[config.mk]
export PLATFORM = sky130hd
export DESIGN_NAME = exec_stage_mc
export DESIGN_NICKNAME = d
export VERILOG_FILES = /design/src/rtl/exec_stage_mc.sv
export SDC_FILE = /design/constraint.sdc
export NUM_CORES = 1
export LEC_CHECK = 0
export ABC_CLOCK_PERIOD_IN_PS = 5800
export CAP_MARGIN = 20
export CORE_ASPECT_RATIO = 0.7
export CORE_MARGIN = 3
export CORE_UTILIZATION = 51
export DETAILED_ROUTE_END_ITERATION = 10
export GPL_TIMING_DRIVEN = 1
export PLACE_DENSITY_LB_ADDON = 0.3
export SLEW_MARGIN = 20
export SYNTH_ARGS = -nofsm -noshare
export SYNTH_HDL_FRONTEND = slang
export SYNTH_SLANG_ARGS = --single-unit
[constraint.sdc]
create_clock -name I_CLOCK -period 5.8 [get_ports I_CLOCK]
set_input_delay 1.16 -clock I_CLOCK [delete_from_list [all_inputs] [get_ports I_CLOCK]]
set_output_delay 1.16 -clock I_CLOCK [all_outputs]
set_load 0.005 [all_outputs]
[src/rtl/exec_stage_mc.sv]
// Execute stage: valid/ready on both sides, NZP-based branch resolution and a
// multi-cycle multiplier. All state updates happen on the falling clock edge.
module exec_stage_mc #(
    parameter int REG_WIDTH     = 16,
    parameter int PC_WIDTH      = 16,
    parameter int OPCODE_WIDTH  = 8,
    parameter int REG_IDX_WIDTH = 4,
    parameter int MUL_LATENCY   = 3
) (
    input  logic                     I_CLOCK,
    input  logic                     I_RESET_N,
    input  logic                     I_Valid,
    output logic                     O_Ready,
    input  logic [PC_WIDTH-1:0]      I_PC,
    input  logic [OPCODE_WIDTH-1:0]  I_Opcode,
    input  logic [REG_WIDTH-1:0]     I_Src1Value,
    input  logic [REG_WIDTH-1:0]     I_Src2Value,
    input  logic [REG_WIDTH-1:0]     I_Imm,
    input  logic [REG_IDX_WIDTH-1:0] I_DestRegIdx,
    input  logic [REG_WIDTH-1:0]     I_DestValue,
    output logic                     O_Valid,
    input  logic                     I_Ready,
    output logic [OPCODE_WIDTH-1:0]  O_Opcode,
    output logic [REG_WIDTH-1:0]     O_ALUOut,
    output logic [REG_IDX_WIDTH-1:0] O_DestRegIdx,
    output logic [REG_WIDTH-1:0]     O_DestValue,
    output logic                     O_BranchTaken,
    output logic [PC_WIDTH-1:0]      O_BranchTarget,
    output logic [2:0]               O_NZP
);

    localparam int CNT_W = (MUL_LATENCY > 1) ? $clog2(MUL_LATENCY) : 1;

    localparam logic [OPCODE_WIDTH-1:0] OP_ADD   = OPCODE_WIDTH'(8'h01);
    localparam logic [OPCODE_WIDTH-1:0] OP_ADDI  = OPCODE_WIDTH'(8'h02);
    localparam logic [OPCODE_WIDTH-1:0] OP_AND   = OPCODE_WIDTH'(8'h03);
    localparam logic [OPCODE_WIDTH-1:0] OP_ANDI  = OPCODE_WIDTH'(8'h04);
    localparam logic [OPCODE_WIDTH-1:0] OP_MOV   = OPCODE_WIDTH'(8'h05);
    localparam logic [OPCODE_WIDTH-1:0] OP_MOVI  = OPCODE_WIDTH'(8'h06);
    localparam logic [OPCODE_WIDTH-1:0] OP_LDW   = OPCODE_WIDTH'(8'h07);
    localparam logic [OPCODE_WIDTH-1:0] OP_STW   = OPCODE_WIDTH'(8'h08);
    localparam logic [OPCODE_WIDTH-1:0] OP_MUL   = OPCODE_WIDTH'(8'h09);
    // Conditional branches carry their {N,Z,P} mask in the low three bits.
    localparam logic [OPCODE_WIDTH-1:0] OP_BRP   = OPCODE_WIDTH'(8'h11);
    localparam logic [OPCODE_WIDTH-1:0] OP_BRNZP = OPCODE_WIDTH'(8'h17);
    localparam logic [OPCODE_WIDTH-1:0] OP_JMP   = OPCODE_WIDTH'(8'h20);
    localparam logic [OPCODE_WIDTH-1:0] OP_JSR   = OPCODE_WIDTH'(8'h21);
    localparam logic [OPCODE_WIDTH-1:0] OP_JSRR  = OPCODE_WIDTH'(8'h22);

    typedef enum logic [0:0] {S_RUN = 1'b0, S_MUL_BUSY = 1'b1} state_t;

    state_t                   state_q, state_d;
    logic [CNT_W-1:0]         cnt_q, cnt_d;
    logic                     valid_q, valid_d;
    logic [OPCODE_WIDTH-1:0]  opcode_q, opcode_d;
    logic [REG_WIDTH-1:0]     aluout_q, aluout_d;
    logic [REG_IDX_WIDTH-1:0] dest_idx_q, dest_idx_d;
    logic [REG_WIDTH-1:0]     dest_val_q, dest_val_d;
    logic                     br_taken_q, br_taken_d;
    logic [PC_WIDTH-1:0]      br_target_q, br_target_d;
    logic [2:0]               nzp_q, nzp_d;
    logic [REG_WIDTH-1:0]     mul_a_q, mul_a_d, mul_b_q, mul_b_d;
    logic [REG_IDX_WIDTH-1:0] mul_idx_q, mul_idx_d;
    logic [REG_WIDTH-1:0]     mul_dval_q, mul_dval_d;

    logic                     out_free, accept, is_branch, br_cond;
    logic [REG_WIDTH-1:0]     alu_res, in_prod, mul_res;
    logic [PC_WIDTH-1:0]      rel_target;

    function automatic logic [2:0] nzp_of(input logic [REG_WIDTH-1:0] v);
        if (v[REG_WIDTH-1])  return 3'b100;
        else if (v == '0)    return 3'b010;
        else                 return 3'b001;
    endfunction

    // Low bits of a two's-complement product do not depend on signedness.
    assign in_prod    = I_Src1Value * I_Src2Value;
    assign mul_res    = mul_a_q * mul_b_q;
    assign rel_target = I_PC + PC_WIDTH'(I_Imm);
    assign is_branch  = (I_Opcode >= OP_BRP) && (I_Opcode <= OP_BRNZP);
    assign br_cond    = |(I_Opcode[2:0] & nzp_q);
    assign out_free   = !valid_q || I_Ready;
    assign O_Ready    = (state_q == S_RUN) && out_free;
    assign accept     = I_Valid && O_Ready;

    always_comb begin
        alu_res = I_Src1Value + I_Imm;
        case (I_Opcode)
            OP_ADD:  alu_res = I_Src1Value + I_Src2Value;
            OP_AND:  alu_res = I_Src1Value & I_Src2Value;
            OP_ANDI: alu_res = I_Src1Value & I_Imm;
            OP_MOV:  alu_res = I_Src1Value;
            OP_MOVI: alu_res = I_Imm;
            default: alu_res = I_Src1Value + I_Imm;
        endcase
    end

    always_comb begin
        state_d     = state_q;
        cnt_d       = cnt_q;
        valid_d     = valid_q;
        opcode_d    = opcode_q;
        aluout_d    = aluout_q;
        dest_idx_d  = dest_idx_q;
        dest_val_d  = dest_val_q;
        br_taken_d  = 1'b0;
        br_target_d = br_target_q;
        nzp_d       = nzp_q;
        mul_a_d     = mul_a_q;
        mul_b_d     = mul_b_q;
        mul_idx_d   = mul_idx_q;
        mul_dval_d  = mul_dval_q;

        if (state_q == S_RUN) begin
            if (out_free) valid_d = 1'b0;
            if (accept) begin
                case (I_Opcode)
                    OP_ADD, OP_ADDI, OP_AND, OP_ANDI, OP_MOV, OP_MOVI, OP_LDW, OP_STW: begin
                        valid_d    = 1'b1;
                        opcode_d   = I_Opcode;
                        aluout_d   = alu_res;
                        dest_idx_d = I_DestRegIdx;
                        dest_val_d = I_DestValue;
                        if (I_Opcode != OP_LDW && I_Opcode != OP_STW) nzp_d = nzp_of(alu_res);
                    end
                    OP_MUL: begin
                        if (MUL_LATENCY == 1) begin
                            valid_d    = 1'b1;
                            opcode_d   = OP_MUL;
                            aluout_d   = in_prod;
                            dest_idx_d = I_DestRegIdx;
                            dest_val_d = I_DestValue;
                            nzp_d      = nzp_of(in_prod);
                        end else begin
                            state_d    = S_MUL_BUSY;
                            cnt_d      = CNT_W'(MUL_LATENCY - 1);
                            mul_a_d    = I_Src1Value;
                            mul_b_d    = I_Src2Value;
                            mul_idx_d  = I_DestRegIdx;
                            mul_dval_d = I_DestValue;
                        end
                    end
                    OP_JMP: begin
                        br_taken_d  = 1'b1;
                        br_target_d = PC_WIDTH'(I_Src1Value);
                    end
                    OP_JSR, OP_JSRR: begin
                        br_taken_d  = 1'b1;
                        br_target_d = (I_Opcode == OP_JSR) ? rel_target : PC_WIDTH'(I_Src1Value);
                        valid_d     = 1'b1;
                        opcode_d    = I_Opcode;
                        aluout_d    = REG_WIDTH'(I_PC);
                        dest_idx_d  = I_DestRegIdx;
                        dest_val_d  = I_DestValue;
                    end
                    default: begin
                        // Branches and unknown opcodes consume the slot without a result.
                        if (is_branch && br_cond) begin
                            br_taken_d  = 1'b1;
                            br_target_d = rel_target;
                        end
                    end
                endcase
            end
        end else begin
            // The previous result may still drain while the multiplier works.
            if (valid_q && I_Ready) valid_d = 1'b0;
            if (cnt_q != '0) begin
                cnt_d = cnt_q - CNT_W'(1);
            end else if (out_free) begin
                state_d    = S_RUN;
                valid_d    = 1'b1;
                opcode_d   = OP_MUL;
                aluout_d   = mul_res;
                dest_idx_d = mul_idx_q;
                dest_val_d = mul_dval_q;
                nzp_d      = nzp_of(mul_res);
            end
        end
    end

    always_ff @(negedge I_CLOCK or negedge I_RESET_N) begin
        if (!I_RESET_N) begin
            state_q     <= S_RUN;
            cnt_q       <= '0;
            valid_q     <= 1'b0;
            opcode_q    <= '0;
            aluout_q    <= '0;
            dest_idx_q  <= '0;
            dest_val_q  <= '0;
            br_taken_q  <= 1'b0;
            br_target_q <= '0;
            nzp_q       <= 3'b010;
            mul_a_q     <= '0;
            mul_b_q     <= '0;
            mul_idx_q   <= '0;
            mul_dval_q  <= '0;
        end else begin
            state_q     <= state_d;
            cnt_q       <= cnt_d;
            valid_q     <= valid_d;
            opcode_q    <= opcode_d;
            aluout_q    <= aluout_d;
            dest_idx_q  <= dest_idx_d;
            dest_val_q  <= dest_val_d;
            br_taken_q  <= br_taken_d;
            br_target_q <= br_target_d;
            nzp_q       <= nzp_d;
            mul_a_q     <= mul_a_d;
            mul_b_q     <= mul_b_d;
            mul_idx_q   <= mul_idx_d;
            mul_dval_q  <= mul_dval_d;
        end
    end

    assign O_Valid        = valid_q;
    assign O_Opcode       = opcode_q;
    assign O_ALUOut       = aluout_q;
    assign O_DestRegIdx   = dest_idx_q;
    assign O_DestValue    = dest_val_q;
    assign O_BranchTaken  = br_taken_q;
    assign O_BranchTarget = br_target_q;
    assign O_NZP          = nzp_q;

endmodule

Yosys cells after proc, flatten, opt, wreduce, memory -nomap -nowiden
Index checks and enable logic that the tools add are counted.
{"block": "classes", "mul": 1, "n_mux": 54, "addsub": 4, "n_bitwise": 5, "n_reduce_logical": 30, "eq_ne": 17, "order_cmp": 2}
{"operator": "$mux W16", "count": 11}
{"operator": "$pmux W16 S5", "count": 1}
{"operator": "$add A16 B16 Y16", "count": 3}
{"operator": "$pmux W16 S3", "count": 1}
{"operator": "$mux W8", "count": 5}
{"operator": "$and A16 B16 Y16", "count": 2}
{"operator": "$eq A8 B3 Y1 const B", "count": 4}
{"operator": "$logic_not A16 Y1", "count": 2}
{"operator": "$pmux W16 S2", "count": 1}
{"operator": "$eq A8 B6 Y1 const B", "count": 3}
{"operator": "$mux W3", "count": 8}
{"operator": "$mux W4", "count": 5}
{"operator": "$eq A8 B2 Y1 const B", "count": 2}
{"operator": "$eq A8 B4 Y1 const B", "count": 2}
{"operator": "$mul A16 B16 Y16", "count": 1}
{"operator": "$mux W1", "count": 15}
{"operator": "$mux W2", "count": 6}
{"operator": "$reduce_and A4 Y1", "count": 3}
{"operator": "$reduce_bool A2 Y1", "count": 6}
{"operator": "$reduce_or A10 Y1", "count": 1}
{"operator": "$reduce_or A9 Y1", "count": 1}
{"operator": "$eq A8 B1 Y1 const B", "count": 1}
{"operator": "$ge A8 B5 Y1 const B", "count": 1}
{"operator": "$le A8 B5 Y1 const B", "count": 1}
{"operator": "other kinds (17)", "count": 27}
{"block": "word_totals", "output_inout_bits": 66, "regBits": 120, "wordCells": 127}

Longest topological paths before layout
Gate-level depths: netlist of the first run.
{"block": "logic_depth", "depth_word": 9, "ltp_mapped": 22, "depth_no_buf": 21}

==> results of run 1 <==
==> final cells by class <==
cell class,count,share of cell area
Timing Repair Buffer,431,0.228
Antenna cell,1,0.000151
Multi-Input combinational cell,934,0.505
Sequential cell,120,0.181
Tap cell,282,0.0213
Clock inverter,15,0.0100
Clock buffer,18,0.0265
Inverter,126,0.0285
==> timing repair <==
action | 4_1_cts | 5_1_grt
gates cloned | 0 | 1
setup endpoints to repair | 105 | 52
pin swaps | 39 | 29
setup buffers | 15 | 7
gates resized for setup | 143 | 29
==> power by group through the flow <==
stage / Combinational, µW / Sequential, µW / Clock (µW)
5_1_grt: 1280 / 1130 / 1160
4_1_cts: 1150 / 1110 / 1120
6_report: 1190 / 1120 / 1110
3_3_place_gp: 1070 / 1120 / 2.16
3_5_place_dp: 1080 / 1120 / 2.16
2_1_floorplan: 413 / 1110 / 2.16
==> sequential cells by signal (all words and copies together) (netlist names) <==
signal / cells
mul_idx_q: 4
O_Opcode: 8
mul_b_q: 16
O_DestRegIdx: 4
state_q: 1
O_DestValue: 16
O_Valid: 1
O_BranchTarget: 16
mul_a_q: 16
mul_dval_q: 16
O_ALUOut: 16
O_NZP: 3
O_BranchTaken: 1
cnt_q: 2
==> worst max-delay path, cell delays in order <==
cell and delay [ns]:
buf_8 0.10, nor4_4 0.34, nand3_4 0.19, buf_12 0.19
mux2_4 0.30, ha_4 0.28, o21ai_4 0.06, or4_4 0.53
o2111ai_4 0.09, a41o_1 0.25, a21oi_4 0.09, xor2_2 0.17
a2111oi_4 0.45, a211oi_2 0.12, mux2_4 0.26
==> path summary, 6_finish.rpt <==
path | from | endpoint | slack (ns) | cells past startpoint
worst max-delay path | I_Opcode[7] | O_ALUOut[15] | -1.44 | 15
worst min-delay path | O_Opcode[6] | O_Opcode[6] | 0.45 | 1
worst max register to register | mul_a_q[5] | O_ALUOut[15] | -0.18 | 18
max in group asynchronous | I_RESET_N | mul_dval_q[2] | 1.55 | 2
worst min register to register | O_Opcode[6] | O_Opcode[6] | 0.45 | 1
min in group asynchronous | I_RESET_N | O_BranchTarget[13] | 3.55 | 1
==> cell families (layout without fill, tap and decap cells) <==
| group | count (synthesis) | in the layout | share of synthesized area |
|---|---|---|---|
| muxes | 102 | 102 | 0.0970 |
| other | 0 | 1 | 0 |
| buffers and inverters | 185 | 590 | 0.0651 |
| and+or+nand+nor | 356 | 356 | 0.154 |
| xor gates and xnor gates | 62 | 62 | 0.0484 |
| adders and majority gates | 162 | 162 | 0.230 |
| DFF | 120 | 120 | 0.261 |
| AOI/OAI and AO/OA | 252 | 252 | 0.144 |
==> cell usage in the layout, fill, tap and decap left out, drive strengths merged, types with 4 or more instances in the layout <==
cell type,n
and3,6
a221oi,7
a31oi,10
o21bai,5
nor2b,13
o21a,9
and2,72
a211oi,22
a211o,5
nor4,5
nand2,109
o211ai,8
ha,80
dfrtn,119
buf,284
xnor2,43
clkinv,7
fa,82
mux2i,29
a21boi,5
a21o,17
nor2,90
o21ai,40
o2111ai,6
nor4b,4
or3,7
dlygate4sd2,12
a21oi,90
mux2,73
clkbuf,20
nand3,14
inv,132
clkdlybuf4s50,130
nor3,14
xor2,18
==> cell usage after synthesis (all sizes together) (7+ instances only) <==
| library cell | instances | area [µm²] |
|---|---|---|
| dfrtn | 119 | 2980 |
| fa | 82 | 1640 |
| nand2 | 109 | 409 |
| xnor2 | 43 | 377 |
| a221oi | 7 | 67.6 |
| o21a | 9 | 67.6 |
| ha | 80 | 1000 |
| buf | 10 | 65.1 |
| mux2i | 29 | 290 |
| nor2b | 13 | 81.3 |
| a211oi | 22 | 165 |
| a31oi | 10 | 62.6 |
| nand3 | 14 | 70.1 |
| a21o | 17 | 128 |
| o211ai | 8 | 65.1 |
| xor2 | 18 | 158 |
| a21oi | 90 | 450 |
| clkbuf | 47 | 196 |
| and2 | 72 | 452 |
| nor3 | 14 | 80.1 |
| mux2 | 73 | 826 |
| o21ai | 40 | 204 |
| or3 | 7 | 48.8 |
| nor2 | 90 | 340 |
| inv | 126 | 473 |
==> routing by layer <==
layer	vias up	global-route usage
met5	-	0
met4	0	0.0850
met3	80	0.101
met2	548	0.483
met1	5369	0.472
li1	5000	-
==> per-stage QoR <==
step	util	total power, µW	hold WS, ns	cells	setup TNS [ns]
2_1_floorplan	-	1520	0.441	1239	-22.94
3_3_place_gp	0.700	2190	0.433	1873	-80.51
3_5_place_dp	0.700	2210	0.454	1873	-86.00
4_1_cts	0.748	3380	0.457	1919	-19.08
5_1_grt	0.757	3570	0.463	1927	-24.42
6_report	0.757	3420	0.447	1927	-21.38
==> run_results.csv, run 1 <==
group,metric,value,unit
outcome,status,"complete, but fails checks",
outcome,violations,"negative setup slack",
die,fp.dieArea,0.0244,mm²
sta,relSlewSlack,0.534,
global_route,grt_pass1_vias,11000,
clock_network,clk_pin_slew,0.05,ns
synth,syn_area,0.0115,mm²
sta,rsz0062_at_grt,"yes",
route,route.met2.wl,17400,µm
setup_path,critPathArrivalTime,4.59,ns
power,clkPwrFrac,0.325,
placement,gp_congestion,1.02,
setup_path,setup.worst_path.end_class,"flop",
sta,drv_slew,0,
route,maxUsedRoutingLayer,"met4",
route,vias,11000,
layout,fillers,1522,
power,p_comb_frac,0.348,
die,io-pin-count,162,
synth,syn_nets,1497,
global_route,grt_pass1_wl,61900,µm
die,core_region_area,0.0219,mm²
power,power_density,206,mW/mm²
sta,setup_ws,-1.44,ns
clock_network,cts_made_buffers,17,
layout,multiInputGateArea,0.00837,mm²
setup_path,start_kind,"primary input",
synth,postSynthAreaPerCell,9.28,µm²
clock_network,cts_tree,"yes",
clock_network,cts_sinks,120,
synth,synth-edff-count,0,
sta,fin_worst_skew,0.0641,ns
clock_network,cts_hold_buffers,0,
global_route,grt_max_degree,49,
clock_network,root_buffer,"clkbuf_16",
power,p_int,2330,µW
route,wl,40400,µm
setup_path,crit_type,"in2reg",
layout,drive_above_1_share,0.300,
synth,seq_area_frac_synth,0.261,
sta,worst_slew_pin_slew,0.699,ns
global_route,grtUsageTotal,0.328,
route,drc_errors,0,
power,p_leak,0.00785,µW
placement,dp_hpwl,31100,µm
route,wl_met3,4180,µm
route,first_pass_iters,5,
power,ir_worst_vdd,0.229,mV
die,dieHeight,132,µm
clock_network,cts_max_level,4,
worst_hold_path,hp-class,"reg2reg",
die,initial_utilization,0.525,
layout,fin_nets,1889,
synth,synth-warning-count,0,
sta,finalSetupViolations,25,
power,power.switching,1090,µW
placement,port_buffers,161,
synth,ys.flop_type,"dfrtn_1",
sta,hold_violations,0,
placement,dpl_cell_area,0.0153,mm²
synth,ys_types,81,
setup_path,cp.required,3.15,ns
layout,design_area,0.0166,mm²
global_route,antenna_found_initial,1,
synth,netlist_instances,1239,
route,ant_nets,0,
clock_network,clockBufferDepth,2,
route,vias_per_cell,5.71,
setup_path,critPathMaxFanout,7,
power,p_sw_frac,0.318,
synth,async_reset_ff_frac,1.00,
layout,seqCellArea,0.00300,mm²
route,wl_met1,18000,µm
route,drt-initial-drc-count,1053,
layout,areaGrowthSynthToFinish,44.2,%
flow_run,maxCapViolations,0,
die,row_count,45,
placement,place_ws,-2.27,ns
route,wire_per_inst,21.0,µm
global_route,grt_overflow,0,
clock_network,worst_skew_pair.late_latency,0.46,ns
synth,synth_seq_cells,120,
power,power.share.sequential,0.327,
die,die_w,185,µm
(Power assumes the default switching activity.)
==> inputs of run 2 (changes only) <==
--- a/config.mk
+++ b/config.mk
@@ -12,7 +12,7 @@
 export CORE_UTILIZATION = 51
 export DETAILED_ROUTE_END_ITERATION = 10
 export GPL_TIMING_DRIVEN = 1
-export PLACE_DENSITY_LB_ADDON = 0.3
+export PLACE_DENSITY_LB_ADDON = 0.08
 export SLEW_MARGIN = 20
 export SYNTH_ARGS = -nofsm -noshare
 export SYNTH_HDL_FRONTEND = slang
==> run 2 against run 1 <==
Net effect: the flow still finishes with violations (negative setup slack); die area unchanged; highest routed layer unchanged; non-clock buffer count fell by 3; via count decreased by 1.4%; wire length decreased by 1.5%; final area is 0.55% higher; critical path type unchanged; global-route usage is 0.46 points lower; largest power group unchanged; combinational power is essentially flat; register-to-register slack better by 0.09 ns; sequential share of layout area down 0.099 points; power is 0.15% higher.
==> run_results.csv, run 2 (synthesis gave the netlist of run 1 again) <==
group,metric,value,unit
sta,drv_slew,0,
setup_path,slowest_stage,"or4_4",
global_route,grtUsageTotal,0.324,
outcome,violations,"negative setup slack",
clock_network,cts_sinks,120,
global_route,grt_max_degree,49,
setup_path,cp_common_cell,"mux2_4",
clock_network,clockBufferDepth,2,
die,dieHeight,132,µm
route,drt-initial-drc-count,875,
power,ir_worst_vdd,0.225,mV
sta,worst_slew_pin_slew,0.748,ns
layout,final_cells,1924,
sta,setup_ws,-1.36,ns
route,first_pass_iters,5,
clock_network,cts_hold_buffers,0,
clock_network,root_buffer,"clkbuf_16",
sta,rsz0062_at_grt,"yes",
worst_hold_path,hold_depth,1,
die,core_region_area,0.0219,mm²
clock_network,worst_skew_pair.late_latency,0.46,ns
power,p_leak,0.00783,µW
setup_path,path_depth,15,
setup_path,crit_type,"in2reg",
placement,dp_hpwl,30900,µm
route,drc_errors,0,
global_route,antenna_found_initial,1,
global_route,grt_pass1_vias,11000,
setup_path,setup.worst_path.end_class,"flop",
outcome,status,"complete, but fails checks",
global_route,grt_overflow,0,
clock_network,cts_made_buffers,17,
sta,worst_hold_slack,0.441,ns
placement,gp_congestion,0.948,
setup_path,start_kind,"primary input",
die,initial_utilization,0.525,
route,ant_nets,0,
route,vias,10800,
power,p_total,3420,µW
sta,fin_worst_skew,0.0533,ns
layout,multiInputGateArea,0.00845,mm²
die,die_w,185,µm
layout,final_common_cell,"buf_4",
setup_path,critical_path_buf_inv_count,2,
sta,finalSetupViolations,24,
global_route,grt_pass1_wl,61000,µm
clock_network,cts_max_level,4,
placement,dp_cells,1872,
setup_path,critPathMaxFanout,6,
layout,fillers,1575,
route,vias_per_cell,5.64,
layout,areaGrowthSynthToFinish,45.0,%
layout,drive_above_1_share,0.302,
setup_path,cp_slowest_stage_delay,0.54,ns
worst_hold_path,hp-class,"reg2reg",
setup_path,cp.required,3.16,ns
clock_network,clk_pin_slew,0.05,ns
clock_network,cts_tree,"yes",
die,fp.dieArea,0.0244,mm²
layout,seqCellArea,0.00300,mm²
placement,port_buffers,161,
die,io-pin-count,162,
route,wire_per_inst,20.7,µm
route,wl,39800,µm
setup_path,critical_path.cell_chain,"buf_8, nor4_4, nand3_4, buf_6, mux2_4, ha_4, nand2_4, or4_4, o2111ai_4, a41o_1, a21oi_4, xor2_2, a2111oi_4, a211oi_1, mux2_4",
sta,relSlewSlack,0.501,
flow_run,maxCapViolations,0,
setup_path,reg2reg_depth,19,
setup_path,critPathArrivalTime,4.52,ns
power,power_density,205,mW/mm²
die,row_count,45,
setup_path,cp_top_family,"simple AND/OR/NAND/NOR gates",
layout,fin_nets,1886,
layout,final_cell_mix,"buf_4 (241), clkdlybuf4s50_1 (131), inv_1 (126), dfrtn_1 (119), nand2_1 (107)",
sta,hold_violations,0,
==> run 2: path summary, 6_finish.rpt <==
check | start | to | slack (ns)
max | I_Opcode[5] | O_ALUOut[15] | -1.36
min | O_BranchTarget[13] | O_BranchTarget[13] | 0.44
max reg2reg | mul_b_q[1] | O_NZP[2] | -0.09
min reg2reg | O_BranchTarget[13] | O_BranchTarget[13] | 0.44
max in group asynchronous | I_RESET_N | O_NZP[1] | 1.67
min in group asynchronous | I_RESET_N | mul_b_q[14] | 3.46
==> run 2: what timing repair did <==
| item | in CTS | in global routing |
|---|---|---|
| endpoints found under the setup margin | 105 | 54 |
| cloned | 0 | 3 |
| pin swaps | 41 | 28 |
| setup buffers | 12 | 6 |
| gates resized for setup | 144 | 43 |
==> run 2: metal layers <==
metal | routed length, µm | up-vias | share of wire | global-route usage
met5 | 0 | - | 0 | 0
met4 | 765 | 0 | 0.019 | 0.0766
met3 | 4070 | 77 | 0.10 | 0.114
met2 | 17200 | 469 | 0.43 | 0.475
met1 | 17800 | 5306 | 0.45 | 0.460
li1 | - | 4991 | - | -
==> run 2: report_power, final <==
group          leakage, µW  internal [µW]  switching (µW)
Combinational      0.00599            684             515
Clock             0.000290            620             474
Sequential         0.00155           1000             128
Total              0.00783           2310            1120
==> run 2: layout make-up <==
type | count | share of cell area
Multi-Input combinational cell | 934 | 0.507
Timing Repair Buffer | 428 | 0.228
Sequential cell | 120 | 0.180
Inverter | 126 | 0.0284
Clock buffer | 18 | 0.0263
Tap cell | 282 | 0.0212
Clock inverter | 15 | 0.00916
Antenna cell | 1 | 0.000150
==> run 2: metrics by stage <==
step / util / setup TNS (ns) / setup slack (ns) / area, µm²
3_3_place_gp: 0.700 / -82.45 / -2.17 / 15300
3_5_place_dp: 0.700 / -87.32 / -2.23 / 15300
5_1_grt: 0.761 / -23.56 / -1.49 / 16700
4_1_cts: 0.746 / -20.60 / -1.33 / 16300
2_1_floorplan: - / -22.94 / -1.60 / 11700
6_report: 0.761 / -20.98 / -1.36 / 16700
==> RTL change, RTL diff (config.mk and constraints of run 1) <==
Reset style: synchronous (`I_RESET_N`), changed in one clocked block.
--- a/src/rtl/exec_stage_mc.sv
+++ b/src/rtl/exec_stage_mc.sv
@@ -180,5 +180,5 @@
     end
 
-    always_ff @(negedge I_CLOCK or negedge I_RESET_N) begin
+    always_ff @(negedge I_CLOCK) begin
         if (!I_RESET_N) begin
             state_q     <= S_RUN;
Behaviour: differs if I_RESET_N is asserted again (counterexample within 4 cycles, from zero or initial values and one cycle with I_RESET_N low); with I_RESET_N held inactive, the same outputs for 4 cycles.
==> RTL change against run 1 <==
- the run still ends with negative setup slack left
- area after synthesis decreased by 1.1%
- core utilization increased by 2.9 points
- worst setup slack improved by 89 ps
- final area increased by 3.3%
- cell count increased by 14%
- critical path depth increased by 1
- routed wire length increased by 9.8%
- power decreased by 12%
- synthesized cell count increased by 13%
- sequential cell count unchanged
- largest cell class unchanged
- highest routed layer is now met5
==> RTL change: results (changes against run 1) <==
Route
* detailed-routed wire length on met2: 19000 microns, was 17400 microns
* M1 WL: 18700 microns, was 18000 microns
* Routed Wire Length: 44400 microns, was 40400 microns
* top layer reached by signal wires: met5, was met4

Synth
* instance count of the mapped netlist: 1400, was 1239
* unique cell type count in the Yosys netlist: 71, was 81
* sequential element share of the synthesized area: 0.211, was 0.261
* Most used DFF post-synth: sky130_fd_sc_hd__dfxtp_1, was sky130_fd_sc_hd__dfrtn_1
* FFs w/ async S/R, synth: 0, was 1.00

Power
* internal power: 1930 uW, was 2330 uW

Final layout
* area of all sequential standard cells: 0.00240 sq mm, was 0.00300 sq mm
* ant diodes: 0, was 1
* proportion of layout cells with a drive suffix above 1: 0.245, was 0.300
* post-route insts no fill: 2206, was 1927
* net count of the finished layout: 2169, was 1889

Placed design
* Placement Cell Area: 0.0153 sq mm, about the same
* Placed Cells incl. Taps: 2030, was 1873
* sum of net half-perimeters after detailed placement: 32600 microns, was 31100 microns
* global placer's final weighted congestion: 1.01, was 1.02

GRT
* wire length of the first global-routing pass: 67100 microns, was 61900 microns
* maximum number of pins on one net before global-route repair: 51, was 49
* vias in the first global route: 12853, was 10960

Critical path
* endpoint of the worst register-to-register path: O_ALUOut[15], unchanged
* FF-to-FF setup slack: -220 ps, was -180 ps
* crit path max-delay cell type: sky130_fd_sc_hd__or4b_4, was sky130_fd_sc_hd__or4_4

Outcome
* violations in the final reports: negative setup slack, unchanged
* run status: finished, violations left, unchanged

STA
* final setup slack of the worst path: -1350 ps, was -1440 ps
* Setup Viol. Count Final: 22, was 25
* transition time at the pin with the least slew margin: 694 ps, was 699 ps

Hold path
* Min-Delay Path Depth: 2, was 1

Clock tree
* clock input transition at the sequential cells of the worst setup and hold paths: 30 ps, was 50 ps

## RTL change: how the worst max path moves through the flow
stage / startpoint / to / slack [ps] / cells past startpoint
final: I_Opcode[2] / O_NZP[1] / -1350 / 16
after global routing: I_Opcode[7] / O_NZP[1] / -1550 / 16
after CTS: I_Opcode[5] / O_NZP[1] / -1440 / 16
after detailed placement: I_Opcode[3] / O_NZP[0] / -2390 / 15
after global placement: I_Opcode[3] / O_NZP[0] / -2400 / 15
after floorplan: I_Opcode[3] / O_NZP[0] / -1920 / 16
## RTL change: worst max-delay path: cells and delay by family
family	cells	cell delay [ps]
compound gates	7	1410
simple gates	4	1030
fa+ha+maj	1	180
mux	1	290
buf+inv	3	570
## RTL change: power groups by stage
stage,logic (uW),registers (uW),clock network [uW]
after global placement,571,854,126
after floorplan,251,854,126
after global routing,756,842,1550
final,724,843,1440
after CTS,643,843,1450
after detailed placement,576,854,126
## RTL change: final cells by class
type	count	area share
well taps	282	0.0206
flip-flops and latches	120	0.140
clock buffers	17	0.0249
multi-input cells	1079	0.523
clock inverters	135	0.0346
inverters	122	0.0268
repair buffers	451	0.230
## RTL change: cells by family after synthesis
logic type               after synthesis  synth area share
buffers and inverters                201            0.0674
flip-flops                           120             0.211
XOR/XNOR                              59            0.0466
AO/OA/AOI/OAI                        309             0.195
AND/OR/NAND/NOR                      504             0.206
adder cells (fa/ha/maj)              162             0.232
multiplexers                          45            0.0415
## RTL change: repair_timing
item	4_1_cts	5_1_grt
gates cloned	0	2
setup endpoints to repair	58	101
setup buffers	23	13
pin swaps	86	82
gates resized for setup	154	72
hold buffers	0	0
## RTL change: layer usage
layer,GRT usage,vias to the layer above
met4,0.153,4
met5,0,-
met3,0.137,140
met1,0.465,6045
met2,0.532,750
li1,-,5778
